$ cat src/rtl/sd_arb_pkg.sv
// Shared types and constants for the SD card access arbiter and its helpers.
package sd_arb_pkg;

    typedef enum logic [2:0] {
        S_IDLE,
        S_START,
        S_WAIT,
        S_GAP,
        S_DRAIN,
        S_FINISH
    } arb_state_t;

    localparam logic [1:0] OWN_NONE = 2'd0;
    localparam logic [1:0] OWN_RD   = 2'd1;
    localparam logic [1:0] OWN_WR   = 2'd2;

    typedef enum logic [1:0] {
        UNKNOWN,
        SDv1,
        SDv2,
        SDHCv2
    } card_type_t;

endpackage

$ cat src/rtl/sd_watchdog.sv
// Saturating 24-bit cycle counter; expired is high once the count reaches TIMEOUT_CYCLES.
module sd_watchdog #(
    parameter int unsigned TIMEOUT_CYCLES = 4_000_000
) (
    input  logic clk,
    input  logic rst_n,
    input  logic clear,
    input  logic enable,
    output logic expired
);

    logic [23:0] count;

    always_ff @(posedge clk) begin
        if (!rst_n || clear) begin
            count <= '0;
        end else if (enable && (count != '1)) begin
            count <= count + 24'd1;
        end
    end

    assign expired = ({8'd0, count} >= TIMEOUT_CYCLES);

endmodule

$ cat src/rtl/sd_access_arbiter.sv
// Round-robin owner of one SD card shared by a sector reader and a sector writer:
// sequences the engines, retries failed/timed-out attempts and muxes the SD pins.
module sd_access_arbiter
    import sd_arb_pkg::*;
#(
    parameter int unsigned TIMEOUT_CYCLES = 4_000_000,
    parameter int unsigned MAX_RETRY      = 2,
    parameter int unsigned RETRY_GAP      = 8
) (
    input  logic        clk,
    input  logic        rst_n,
    input  logic        card_ready,
    input  logic        rd_req,
    input  logic [31:0] rd_sector,
    output logic        rd_done,
    output logic        rd_err,
    input  logic        wr_req,
    input  logic [31:0] wr_sector,
    output logic        wr_done,
    output logic        wr_err,
    output logic        eng_rstart,
    output logic        eng_wstart,
    output logic [31:0] eng_sector,
    input  logic        rd_eng_busy,
    input  logic        rd_eng_done,
    input  logic        rd_eng_ok,
    input  logic        wr_eng_busy,
    input  logic        wr_eng_done,
    input  logic        wr_eng_ok,
    input  logic        rd_sdclk,
    input  logic        rd_sdcmdout,
    input  logic        rd_sdcmdoe,
    input  logic        rd_d0_dir,
    input  logic        wr_sdclk,
    input  logic        wr_sdcmdout,
    input  logic        wr_sdcmdoe,
    input  logic        wr_d0_dir,
    output logic        sdclk,
    output logic        sdcmdout,
    output logic        sdcmdoe,
    output logic        SD_CMD_DIR,
    output logic        SD_D0_DIR,
    output logic [1:0]  owner
);

    arb_state_t  state;
    logic        last_wr;
    logic        failed;
    logic [2:0]  retry_cnt;
    logic [15:0] gap_cnt;
    logic        wd_expired;
    logic        sel_done;
    logic        sel_ok;
    logic        sel_busy;
    logic        retry_left;
    logic        gap_last;

    sd_watchdog #(
        .TIMEOUT_CYCLES(TIMEOUT_CYCLES)
    ) u_watchdog (
        .clk    (clk),
        .rst_n  (rst_n),
        .clear  (state == S_START),
        .enable (state == S_WAIT),
        .expired(wd_expired)
    );

    assign sel_done   = (owner == OWN_WR) ? wr_eng_done : rd_eng_done;
    assign sel_ok     = (owner == OWN_WR) ? wr_eng_ok   : rd_eng_ok;
    assign sel_busy   = (owner == OWN_WR) ? wr_eng_busy : rd_eng_busy;
    assign retry_left = ({29'd0, retry_cnt} < MAX_RETRY);
    assign gap_last   = (({16'd0, gap_cnt} + 32'd1) >= RETRY_GAP);

    always_ff @(posedge clk) begin
        if (!rst_n) begin
            state      <= S_IDLE;
            last_wr    <= 1'b1;
            failed     <= 1'b0;
            retry_cnt  <= '0;
            gap_cnt    <= '0;
            owner      <= OWN_NONE;
            eng_sector <= '0;
            eng_rstart <= 1'b0;
            eng_wstart <= 1'b0;
            rd_done    <= 1'b0;
            rd_err     <= 1'b0;
            wr_done    <= 1'b0;
            wr_err     <= 1'b0;
        end else begin
            eng_rstart <= 1'b0;
            eng_wstart <= 1'b0;
            rd_done    <= 1'b0;
            rd_err     <= 1'b0;
            wr_done    <= 1'b0;
            wr_err     <= 1'b0;
            case (state)
                S_IDLE: begin
                    if (card_ready && (rd_req || wr_req)) begin
                        // A lone request wins outright; a tie goes to the side not served last.
                        if (rd_req && (!wr_req || last_wr)) begin
                            owner      <= OWN_RD;
                            eng_sector <= rd_sector;
                        end else begin
                            owner      <= OWN_WR;
                            eng_sector <= wr_sector;
                        end
                        state <= S_START;
                    end
                end
                S_START: begin
                    eng_rstart <= (owner == OWN_RD);
                    eng_wstart <= (owner == OWN_WR);
                    state      <= S_WAIT;
                end
                S_WAIT: begin
                    if (sel_done) begin
                        if (sel_ok) begin
                            failed <= 1'b0;
                            state  <= S_FINISH;
                        end else if (retry_left) begin
                            retry_cnt <= retry_cnt + 3'd1;
                            gap_cnt   <= '0;
                            state     <= S_GAP;
                        end else begin
                            failed <= 1'b1;
                            state  <= S_FINISH;
                        end
                    end else if (wd_expired) begin
                        state <= S_DRAIN;
                    end
                end
                S_DRAIN: begin
                    if (!sel_busy) begin
                        if (retry_left) begin
                            retry_cnt <= retry_cnt + 3'd1;
                            gap_cnt   <= '0;
                            state     <= S_GAP;
                        end else begin
                            failed <= 1'b1;
                            state  <= S_FINISH;
                        end
                    end
                end
                S_GAP: begin
                    if (gap_last) begin
                        state <= S_START;
                    end else begin
                        gap_cnt <= gap_cnt + 16'd1;
                    end
                end
                S_FINISH: begin
                    rd_done   <= (owner == OWN_RD);
                    wr_done   <= (owner == OWN_WR);
                    rd_err    <= failed && (owner == OWN_RD);
                    wr_err    <= failed && (owner == OWN_WR);
                    last_wr   <= (owner == OWN_WR);
                    owner     <= OWN_NONE;
                    retry_cnt <= '0;
                    failed    <= 1'b0;
                    state     <= S_IDLE;
                end
                default: state <= S_IDLE;
            endcase
        end
    end

    // CMD direction follows the owning engine's CMD output enable.
    always_comb begin
        sdclk      = 1'b0;
        sdcmdout   = 1'b1;
        sdcmdoe    = 1'b0;
        SD_CMD_DIR = 1'b0;
        SD_D0_DIR  = 1'b0;
        case (owner)
            OWN_RD: begin
                sdclk      = rd_sdclk;
                sdcmdout   = rd_sdcmdout;
                sdcmdoe    = rd_sdcmdoe;
                SD_CMD_DIR = rd_sdcmdoe;
                SD_D0_DIR  = rd_d0_dir;
            end
            OWN_WR: begin
                sdclk      = wr_sdclk;
                sdcmdout   = wr_sdcmdout;
                sdcmdoe    = wr_sdcmdoe;
                SD_CMD_DIR = wr_sdcmdoe;
                SD_D0_DIR  = wr_d0_dir;
            end
            default: ;
        endcase
    end

endmodule

$ cat config.mk
export PLATFORM = sky130hd
export DESIGN_NAME = sd_access_arbiter
export DESIGN_NICKNAME = d
export VERILOG_FILES = /design/src/rtl/sd_arb_pkg.sv /design/src/rtl/sd_watchdog.sv /design/src/rtl/sd_access_arbiter.sv
export SDC_FILE = /design/constraint.sdc
export NUM_CORES = 1
export LEC_CHECK = 0
export BUFFER_PORTS_ARGS = -buffer_cell sky130_fd_sc_hd__buf_4
export CORE_MARGIN = 2
export CORE_UTILIZATION = 52
export DETAILED_ROUTE_END_ITERATION = 8
export PLACE_DENSITY = 0.81
export SETUP_SLACK_MARGIN = 0.05
export SLEW_MARGIN = 20
export SYNTH_ARGS = -nofsm -noshare
export SYNTH_HDL_FRONTEND = slang
export SYNTH_SLANG_ARGS = --single-unit
$ cat constraint.sdc
create_clock -name clk -period 2.9 [get_ports clk]
set_input_delay 0.58 -clock clk [delete_from_list [all_inputs] [get_ports clk]]
set_output_delay 0.58 -clock clk [all_outputs]
set_load 0.02 [all_outputs]
Word level (Yosys, flattened, before mapping). Index checks and enable logic that the tools add are counted.

Muxes and demuxes: 35. $add $sub $neg: 4. Order comparisons: 3. Reductions and logical operators: 22. Eq/ne operators: 15.

Operators with widths (count): 16-bit two-way mux (5); 16-bit case mux with 3 select lines (1); 3-bit two-way mux (11); 32-bit two-way mux (1); 24-bit by 1-bit adder with 24-bit output, second input constant (1); 24-bit by 22-bit greater-or-equal comparator with 1-bit output, second input constant (1); 24-bit inequality test, second input constant (1); 16-bit by 1-bit adder with 17-bit output, second input constant (1); 17-bit by 4-bit greater-or-equal comparator with 1-bit output, second input constant (1); 16-bit by 1-bit adder with 16-bit output, second input constant (1); 3-bit case mux with 5 select lines (1); 2-bit inequality test, second input constant (6); 3-bit case mux with 3 select lines (1); 1-bit case mux with 2 select lines (4); 2-bit AND reduction (4); 4-bit AND reduction (2); 1-bit two-way mux (7); 3-bit by 2-bit == test with 1-bit output, second input constant (2); 3-bit == test, second input constant (2); 3-bit nonzero test (2); 1-bit logical AND (5); 5-bit AND reduction (1); 2-bit two-way mux (2); 2-bit case mux with 2 select lines (1); 12 further kinds (15).

Output and inout port bits: 45. Register bits: 88. Word-level logic and storage cells: 93.

Logic depth before layout (Yosys ltp). Gate-level depths: netlist of run 1.

Depth in word-level cells: 6. Mapped depth: 10. Gate-level depth less buffers: 9.

Modules after synthesis. A second synthesis of run 1 with hierarchy kept.

Cells, all modules: 503. Area, all modules: 4351.7 um^2.

By module, submodules not included: sd_access_arbiter (times used 1, area an instance 3098.0 um^2, cells an instance 349, sequential area each 1281.2 um^2); sd_watchdog (times used 1, area an instance 1253.7 um^2, cells an instance 154, sequential area each 480.5 um^2).

Worst setup path before layout of run 1. No wires, ideal clock.

Path type: reg-to-reg. Start point: register gap_cnt[0]. End point: register gap_cnt[2]. Data arrival time: 2.268 ns. Cell stages (with the launch flop): 9. Setup slack: 0.570 ns. Cell sequence: dfxtp_1 ha_1 nand3_1 nor4_1 and3_1 o211ai_1 or3_4 or4_1 nand3_1.

Word-level cells in the longest chain between the ends: 4. Elaborated cells on any way between the ends: 7.

Ends and longest elaborated chain: from (decl) (RTL line sd_access_arbiter.sv:50) `logic [15:0] gap_cnt;`; from (signal assigned) (RTL line sd_access_arbiter.sv:148) `gap_cnt <= gap_cnt + 16'd1;`; 16-bit by 1-bit adder with 17-bit output (RTL line sd_access_arbiter.sv:72) `assign gap_last = (({16'd0, gap_cnt} + 32'd1) >= RETRY_GAP);`; 17-bit by 4-bit greater-or-equal comparator with 1-bit output (RTL line sd_access_arbiter.sv:72); 2-bit inequality test (no line); 5-bit AND reduction (no line).

Parallel ways exist; a longest one is shown, timed or not. The select of a mux whose other input is x is not followed. A chain may end at the register's enable or synchronous reset.

Final worst setup path of run 1. Ends and elaborated chain as after synthesis.

==> flow_results.org, run 1 <==
** Run status
- Status :: finished clean

** Job
- The tool flagged a number of max-cap violations equal to 0.

** Clock network
- In this run, post-CTS repair resized a total of 0 instances.
- After clock tree synthesis, the clock-pin slew on the worst setup and hold paths is 80 ps.
- H-tree depth reported by CTS :: 3
- TritonCTS created 9 clock buffers.
- Clock sink count :: 88
- TritonCTS built the clock tree.
- Total of hold buffers inserted after clock tree synthesis :: 0
- Clock Path Buffers :: 2
- For the worst-skew pair, the clock arrives at the later sink with an insertion delay of 340 ps.
- Buffers added to address setup during post-CTS repair amount to 0.
- The tree is rooted in a sky130_fd_sc_hd__clkbuf_8.

** Timing
- Time the worst path needs with I/O delays and setup :: 2671 ps
- Worst path setup slack after routing :: 228.9 ps
- Final Setup Violations :: 0
- After layout, the worst path uses 92.11% of the clock period.
- Setup TNS :: 0 ps
- Headroom to the max-slew limit came out at 38.30%.
- The max-slew violation count was 0.
- Final hold vios :: 0
- Setup repair after global routing missed its margin :: no
- Clock skew on the completed layout was measured at 12.52 ps.
- Post-route worst hold slack :: 498.7 ps
- At the pin with the least slew margin, the transition time is 925.4 ps.
- Achievable clock frequency :: 374.4 MHz

** Final layout
- After the last flow step, the layout net total stands at 687.
- Registers take 1762 um2.
- Cells with a size suffix above 1 make up 26.20% of the layout.
- From synthesis to final layout, the design area changed by 29.33%.
- After filler insertion, the fill cell instance count of the layout stands at 622.
- N_diodes :: 0
- Summing all multi-input logic gate instances after layout gives 2333 um2.
- The finished cells cover 5461 um2.

** Floorplanning
- Number of top-level pins :: 128
- Area of the die :: 8858 um2
- Area of the core region :: 7807 um2
- Initial cell density of the core :: 54.09%
- Floorplan die height :: 94.12 um
- The floorplan has 32 rows.
- The floorplan step set the die width to 94.12 um.

** Synthesis
- Fraction of post-synthesis cell area in the top cell type by area :: 41.72%
- The number of nets in the synthesized netlist is 569.
- Count of flip-flops with a built-in enable after synthesis :: 0
- Cell types occupying the most area after synthesis :: sky130_fd_sc_hd__dfxtp_1, sky130_fd_sc_hd__mux2i_1, sky130_fd_sc_hd__o211a_1
- Syn Std Cell Area :: 4223 um2
- Library cell with the largest summed area after synthesis :: sky130_fd_sc_hd__dfxtp_1
- After synthesis the netlist holds a flip-flop and latch count of 88.
- For this run, the register share of the synthesized area comes to 41.72%.
- Async set or reset register ratio after synthesis :: 0%
- After technology mapping, the gate count stands at 480.
- Netlist cell types :: 54
- Warnings, synthesis :: 0
- The most used flip-flop cell after synthesis is sky130_fd_sc_hd__dfxtp_1.
- Mean cell area of the mapped netlist :: 8.798 um2

** Global routing
- Grt ovf :: 0
- Entering global routing, the biggest net connects 65 pins.
- The number of global-route vias before repair was 3666.
- For this run, the total global-route usage over all layers was measured as 22.77%.
- The number of antenna violations at the first check in global routing came to 0.
- The first global-routing pass estimated 16330 um of wire.

** Power
- Sequential cells burn 41.9% of the power.
- Net switching is 34.15% of the power.
- Net Switching :: 1.233 mW
- Summing internal, switching and leakage power gives 3.609 mW.
- The analysis attributes to cell leakage a power of 2.664 nW.
- In this run the power density over the cells is 660.9 nW/um2.
- The clock network burns 23.2% of the power.
- Cell internal power was estimated by the tool at 2.377 mW.
- IR analysis of the VDD net gives a maximum drop of 0.3734 mV.
- Combinational logic burns 34.9% of the power.

** Placed design
- At the placement stage, the worst setup path has a slack of 317.4 ps.
- Placement-stage cell area :: 5263 um2
- HPWL after detailed placement :: 7338 um
- The count of buffers added on input and output ports is 127.
- At the end of routability-driven placement, the weighted congestion stood at 0.9078.

** Worst setup path
- The slowest stage of the critical path belongs to the cell sky130_fd_sc_hd__or4_1.
- The number of cells on the worst reg-to-reg path is 8.
- Most numerous cell on the critical path :: sky130_fd_sc_hd__nand3_1
- At the worst endpoint, the required time is 3170 ps.
- The worst register-to-register path ends at gap_cnt[2].
- Launching element type of the critical path :: flop
- In this design, the stage delay of the slowest critical-path cell is 480 ps.
- Arr. time, crit path :: 2950 ps
- Worst-path fanout max :: 7
- Worst Setup Path Type :: reg -> reg
- CP endpoint kind :: flop
- For flop-to-flop paths, the worst setup slack is 230 ps.
- The startpoint identified for the worst register-to-register timing path is gap_cnt[0].
- Walking the worst path, the cells encountered are ha_1, nand3_1, nor4_1, and3_1, o211ai_1, or3_4, or4_1, nand3_1.

** Drt
- The count of nets left with antenna violations once routing finished came out at 0.
- For this block, the via count after detailed routing is 3879.
- Met2 Wirelength :: 4898 um
- Initial detailed-routing violation count :: 174
- Wire segments on met3 add up to 689 um in the final route.
- After detailed routing, the average wire length per cell comes to 14.11 um.
- In this run the top signal layer used is met4.
- Metal-1 WL :: 4154 um
- Dividing the detail-routed via count by the number of cells gives 5.502.
- For this block, the routed nets add up to 9950 um of wire.
- The first detailed-routing pass ran for 5 iterations.
- For this run, design rule violations remaining after detail routing come to 0.

** Hold path
- The min-delay analysis places its worst path in the category reg -> reg.
- Cell depth of the worst min-delay path :: 1
- For hold timing, the worst endpoint is rd_err.
- Beginning of the worst hold path :: failed
cells in the final DEF, fill, tap and decap left out, types with 12 or more instances in the layout:
cell type                   n
sky130_fd_sc_hd__nand3_1   16
sky130_fd_sc_hd__nor2_1    41
sky130_fd_sc_hd__nor4_1    12
sky130_fd_sc_hd__and3_1    20
sky130_fd_sc_hd__o21ai_0   18
sky130_fd_sc_hd__dfxtp_1   88
sky130_fd_sc_hd__buf_4    131
sky130_fd_sc_hd__nand2_1   54
sky130_fd_sc_hd__inv_1     15
sky130_fd_sc_hd__xnor2_1   13
sky130_fd_sc_hd__mux2i_1   34
sky130_fd_sc_hd__nor3_1    13
sky130_fd_sc_hd__a21oi_1   20
sky130_fd_sc_hd__o211a_1   32
synthesized netlist by cell type, drive strengths merged, types with 3 or more instances:
library cell   n
a21oi         20
a22oi          4
and2           4
and3          21
and4           3
clkbuf        22
dfxtp         88
ha             6
inv           15
mux2i         34
nand2         54
nand2b         3
nand3         16
nand4          7
nor2          41
nor2b          6
nor3          13
nor4          12
o211a         32
o21ai         20
or3            9
xnor2         13
xor2           7
stage by stage:
step | cells | utilization [%]
2_1_floorplan | 480 | -
3_3_place_gp | 689 | 67.40
3_5_place_dp | 689 | 67.40
4_1_cts | 705 | 69.95
5_1_grt | 705 | 69.95
6_report | 705 | 69.95
area by class of cell:
class,instances,area share (%)
Sequential cell,88,32.26
Multi-Input combinational cell,353,42.73
Timing Repair Buffer,131,18.01
Clock buffer,13,2.909
Clock inverter,3,0.7331
Tap cell,102,2.337
Inverter,15,1.031
cell families (layout without fill, tap and decap cells):
| logic type | after synthesis | after routing | synth area share (%) |
|---|---|---|---|
| adders and majority gates | 6 | 6 | 1.778 |
| buffers and inverters | 39 | 162 | 3.555 |
| AOI/OAI and AO/OA | 97 | 97 | 17.42 |
| DFF | 88 | 88 | 41.72 |
| xor gates and xnor gates | 20 | 20 | 4.148 |
| muxes | 35 | 35 | 8.326 |
| and+or+nand+nor | 195 | 195 | 23.05 |
registers in the layout, summed over array words and instances, names as in the netlist:
register and count:
state 3, u_watchdog.count 24, wr_done 1, eng_rstart 1
retry_cnt 3, failed 1, gap_cnt 16, owner 2
last_wr 1, wr_err 1, rd_err 1, eng_sector 32
eng_wstart 1, rd_done 1
layer usage:
layer | up-vias | track usage (%)
li1 | 1963 | -
met1 | 1768 | 27.42
met2 | 131 | 38.57
met3 | 17 | 5.618
met4 | 0 | 9.541
met5 | - | 0
worst max-delay path, delay by kind of cell (launching register included):
| family | cells | cell delay [ps] |
|---|---|---|
| simple gates | 6 | 1740 |
| compound gates | 1 | 110 |
| fa+ha+maj | 1 | 310 |
| flops | 1 | 440 |
power by group through the flow:
stage               Clock (mW)  Sequential (mW)  Combinational, mW
floorplan                    0             1.67              0.653
global placement             0             1.53               1.24
detailed placement           0             1.54               1.27
CTS                      0.861             1.51               1.27
global route             0.923             1.54               1.38
finish                   0.837             1.51               1.26
how the worst max path moves through the flow:
stage	start	endpoint	slack (ps)	cells past startpoint
floorplan	gap_cnt[0]	gap_cnt[2]	570	8
global placement	gap_cnt[0]	gap_cnt[2]	460	8
detailed placement	gap_cnt[0]	gap_cnt[2]	320	8
CTS	gap_cnt[0]	gap_cnt[2]	240	8
global route	gap_cnt[0]	gap_cnt[2]	80	8
finish	gap_cnt[0]	gap_cnt[2]	230	8
Note: power is estimated with default switching activity, not from simulation.
==> inputs of run 2 (changes only) <==
--- a/config.mk
+++ b/config.mk
@@ -6,10 +6,11 @@
 export NUM_CORES = 1
 export LEC_CHECK = 0
 export BUFFER_PORTS_ARGS = -buffer_cell sky130_fd_sc_hd__buf_4
+export CAP_MARGIN = 20
 export CORE_MARGIN = 2
-export CORE_UTILIZATION = 52
+export CORE_UTILIZATION = 45
 export DETAILED_ROUTE_END_ITERATION = 8
-export PLACE_DENSITY = 0.81
+export PLACE_DENSITY = 0.71
 export SETUP_SLACK_MARGIN = 0.05
 export SLEW_MARGIN = 20
 export SYNTH_ARGS = -nofsm -noshare
==> flow_results.org, run 2 (synthesis results as in run 1) <==
** Clock network
- Clock sink count :: 88 (unchanged)
- The clock-pin slew of the registers on the worst-case setup and hold paths is 80 ps (about the same).
- Clock insertion delay at the later pin of the skew report :: 340 ps (about the same)
- The level count of the clock H-tree was 3 (unchanged).
- The maximum clock insertion buffer count is 2 (unchanged).
- CTS root buf :: sky130_fd_sc_hd__clkbuf_8 (unchanged)
- The setup fix buffers added after clock tree synthesis is 0 (unchanged).
- The number of gates given a new drive strength after cts came to 0 (unchanged).
- Total of hold buffers inserted after clock tree synthesis :: 0 (unchanged)
- The number of buffers created by CTS was 9 (unchanged).
- The CTS tree is yes (unchanged).

** Floorplanning
- Number of top-level pins :: 128 (unchanged)
- The x dimension of the die came to 100.9 um (was 94.12 um).
- The effective utilization at floorplan is 46.14% (was 54.09%).
- Area of the core region :: 9153 um2 (was 7807 um2)
- The floorplan die height was 100.9 um (was 94.12 um).
- Num rows :: 35 (was 32)
- The area of the die came to 10170 um2 (was 8858 um2).

** Timing
- Number of pins exceeding their max-slew limit in the final report :: 0 (unchanged)
- The count of final hold-check violations was 0 (unchanged).
- The headroom to the max-slew limit came to 36.94% (was 38.30%).
- Time the worst path needs with I/O delays and setup :: 2622 ps (was 2671 ps)
- Setup TNS :: 0 ps (unchanged)
- The final setup violation count came to 0 (unchanged).
- The fmax came to 381.3 MHz (was 374.4 MHz).
- Final critical-path share of the clock period :: 90.43% (was 92.11%)
- The post-route clock skew is 9.422 ps (was 12.52 ps).
- The slew at the pin with the worst max-slew slack is 945.8 ps (was 925.4 ps).
- Setup repair after global routing missed its margin :: no (unchanged)

** Drt
- Number of iterations in the first detailed-routing pass :: 5 (unchanged)
- Vias/cell :: 5.446 (was 5.502)
- Initial detailed-routing violation count :: 191 (was 174)
- The count of vias placed by the detailed router came to 3894 (was 3879).
- The detail-routed net length per standard cell came to 13.72 um (was 14.11 um).
- Total Routed Length :: 9812 um (was 9950 um)
- DRC errors left :: 0 (unchanged)
- The count of nets left with antenna violations after detail routing came to 0 (unchanged).

** Global routing
- First-pass GRT wire length :: 16080 um (was 16330 um)
- The overall overflow remaining after global route was 0 (unchanged).
- The number of global-route vias before repair came to 3552 (was 3666).
- GRT Resource Usage Total :: 19.43% (was 22.77%)
- The maximum number of pins on one net before global-route repair is 65 (unchanged).
- Initial antenna violation count :: 0 (unchanged)

** Final layout
- Count of non-filler cells in the finished layout :: 715 (was 705)
- The area taken by multi-input logic gates came to 2333 um2 (unchanged).
- Reg with most FFs :: eng_sector (unchanged)
- Registers with the highest flip-flop counts: eng_sector: 32 flops, u_watchdog.count: 24 flops, gap_cnt: 16 flops (unchanged).
- Final net count :: 689 (was 687)
- The sequential standard cell area came to 1762 um2 (unchanged).
- The most frequent standard cell in the layout excluding fill and tap cells is sky130_fd_sc_hd__buf_4 (unchanged).
- Share of final-layout standard cells stronger than drive strength 1 :: 26.66% (was 26.20%)
- The total of fill cells in the finished design came to 775 (was 622).
- Syn-to-layout area delta :: 30.10% (was 29.33%)
- The number of flip-flops in the largest register was 32 (unchanged).
- Commonest cells after routing, fill and taps aside :: sky130_fd_sc_hd__buf_4, sky130_fd_sc_hd__dfxtp_1, sky130_fd_sc_hd__nand2_1 (unchanged)
- N_diodes :: 0 (unchanged)
- The finished layout cell area is 5494 um2 (was 5461 um2).

** Worst setup path
- The cell family contributing the most delay on the critical path is simple AND/OR/NAND/NOR gates (unchanged).
- The critical path start-end classification is reg -> reg (unchanged).
- Arr. time, crit path :: 2910 ps (was 2950 ps)
- Critical path's largest stage delay :: 480 ps (about the same)
- Sum of buffers and inverters on the critical path :: 0 (unchanged)
- The master of the slowest instance on the critical path is sky130_fd_sc_hd__or4_1 (unchanged).
- The cell type with the highest occurrence count on the critical path was sky130_fd_sc_hd__nand3_1 (unchanged).
- Launching element type of the critical path :: flop (unchanged)
- The highest fanout seen on the critical path came to 7 (unchanged).
- The endpoint required time on the critical path was 3180 ps (was 3170 ps).
- The endpoint kind of the worst setup timing path is a flop (unchanged).
- Sequence of cells on the critical path: ha_1, nand3_1, nor4_1, and3_1, o211ai_1, or3_4, or4_1, nand3_1 (unchanged).

** Placed design
- The cell area after placement came to 5289 um2 (was 5263 um2).
- The total instance count after detailed placement came to 700 (was 689).
- The final weighted congestion of routability-driven global placement came to 0.8666 (was 0.9078).
- The placed wire-length estimate after detailed placement came to 7231 um (was 7338 um).
- Port Buffers :: 127 (unchanged)

** Power
- IR Drop Worst-Case VDD :: 0.3534 mV (was 0.3734 mV)
- The power density normalized to cell area is 663.5 nW/um2 (was 660.9 nW/um2).
- The leakage power of the design is 2.679 nW (was 2.664 nW).

** Hold path
- Classification of the worst-slack hold path :: reg -> reg (unchanged)

** Job
- Number of max-cap violations :: 0 (unchanged)

** Run status
- Status: finished clean (unchanged).
## run 2: cell types whose count changed in the layout (fill, tap and decap cells not counted), sizes merged
cell / previous run / this run
clkbuf: 13 / 12
buf: 131 / 133
## run 2: worst reg2reg max path: cells and delay by family (launching register included)
kind / cells / cell delay [ps]
AND/OR/NAND/NOR: 6 / 1710
flip-flops: 1 / 440
adder cells (fa/ha/maj): 1 / 300
AO/OA/AOI/OAI: 1 / 110
## run 2: per-layer routing
layer | track usage [%] | wire [um]
met1 | 24.72 | 4398
met2 | 31.74 | 4768
met3 | 4.716 | 543
met4 | 7.587 | 102
met5 | 0 | 0
## run 2: where the power goes
group / total (mW) / internal [mW] / switching (mW) / leakage (nW)
Combinational: 1.26 / 0.553 / 0.708 / 1.85
Sequential: 1.51 / 1.38 / 0.131 / 0.716
Clock: 0.872 / 0.462 / 0.410 / 0.108
## run 2: layout make-up
cell class	instances	share of cell area, %
multi-input combinational	353	42.47
sequential	88	32.07
timing repair buffer	133	18.17
clock buffer	12	3.006
tap	111	2.528
inverter	15	1.025
clock inverter	3	0.7288
## run 2: through the flow
step	utilization (%)	hold slack, ps	power [mW]	setup slack (ps)
after global placement	57.79	468.6	2.780	462.9
final	60.03	496.9	3.645	277.6
after floorplan	-	451.3	2.322	570.0
after detailed placement	57.79	482.2	2.809	303.4
after global routing	60.03	513.7	3.881	112.1
after CTS	60.03	499.7	3.692	283.9
## run 2: path summary, 6_finish.rpt
check	start	to	slack (ps)	depth (start not counted)
max reg2reg	gap_cnt[0]	gap_cnt[2]	280	8
min reg2reg	retry_cnt[2]	retry_cnt[2]	500	2
max	gap_cnt[0]	gap_cnt[2]	280	8
min	retry_cnt[2]	retry_cnt[2]	500	2
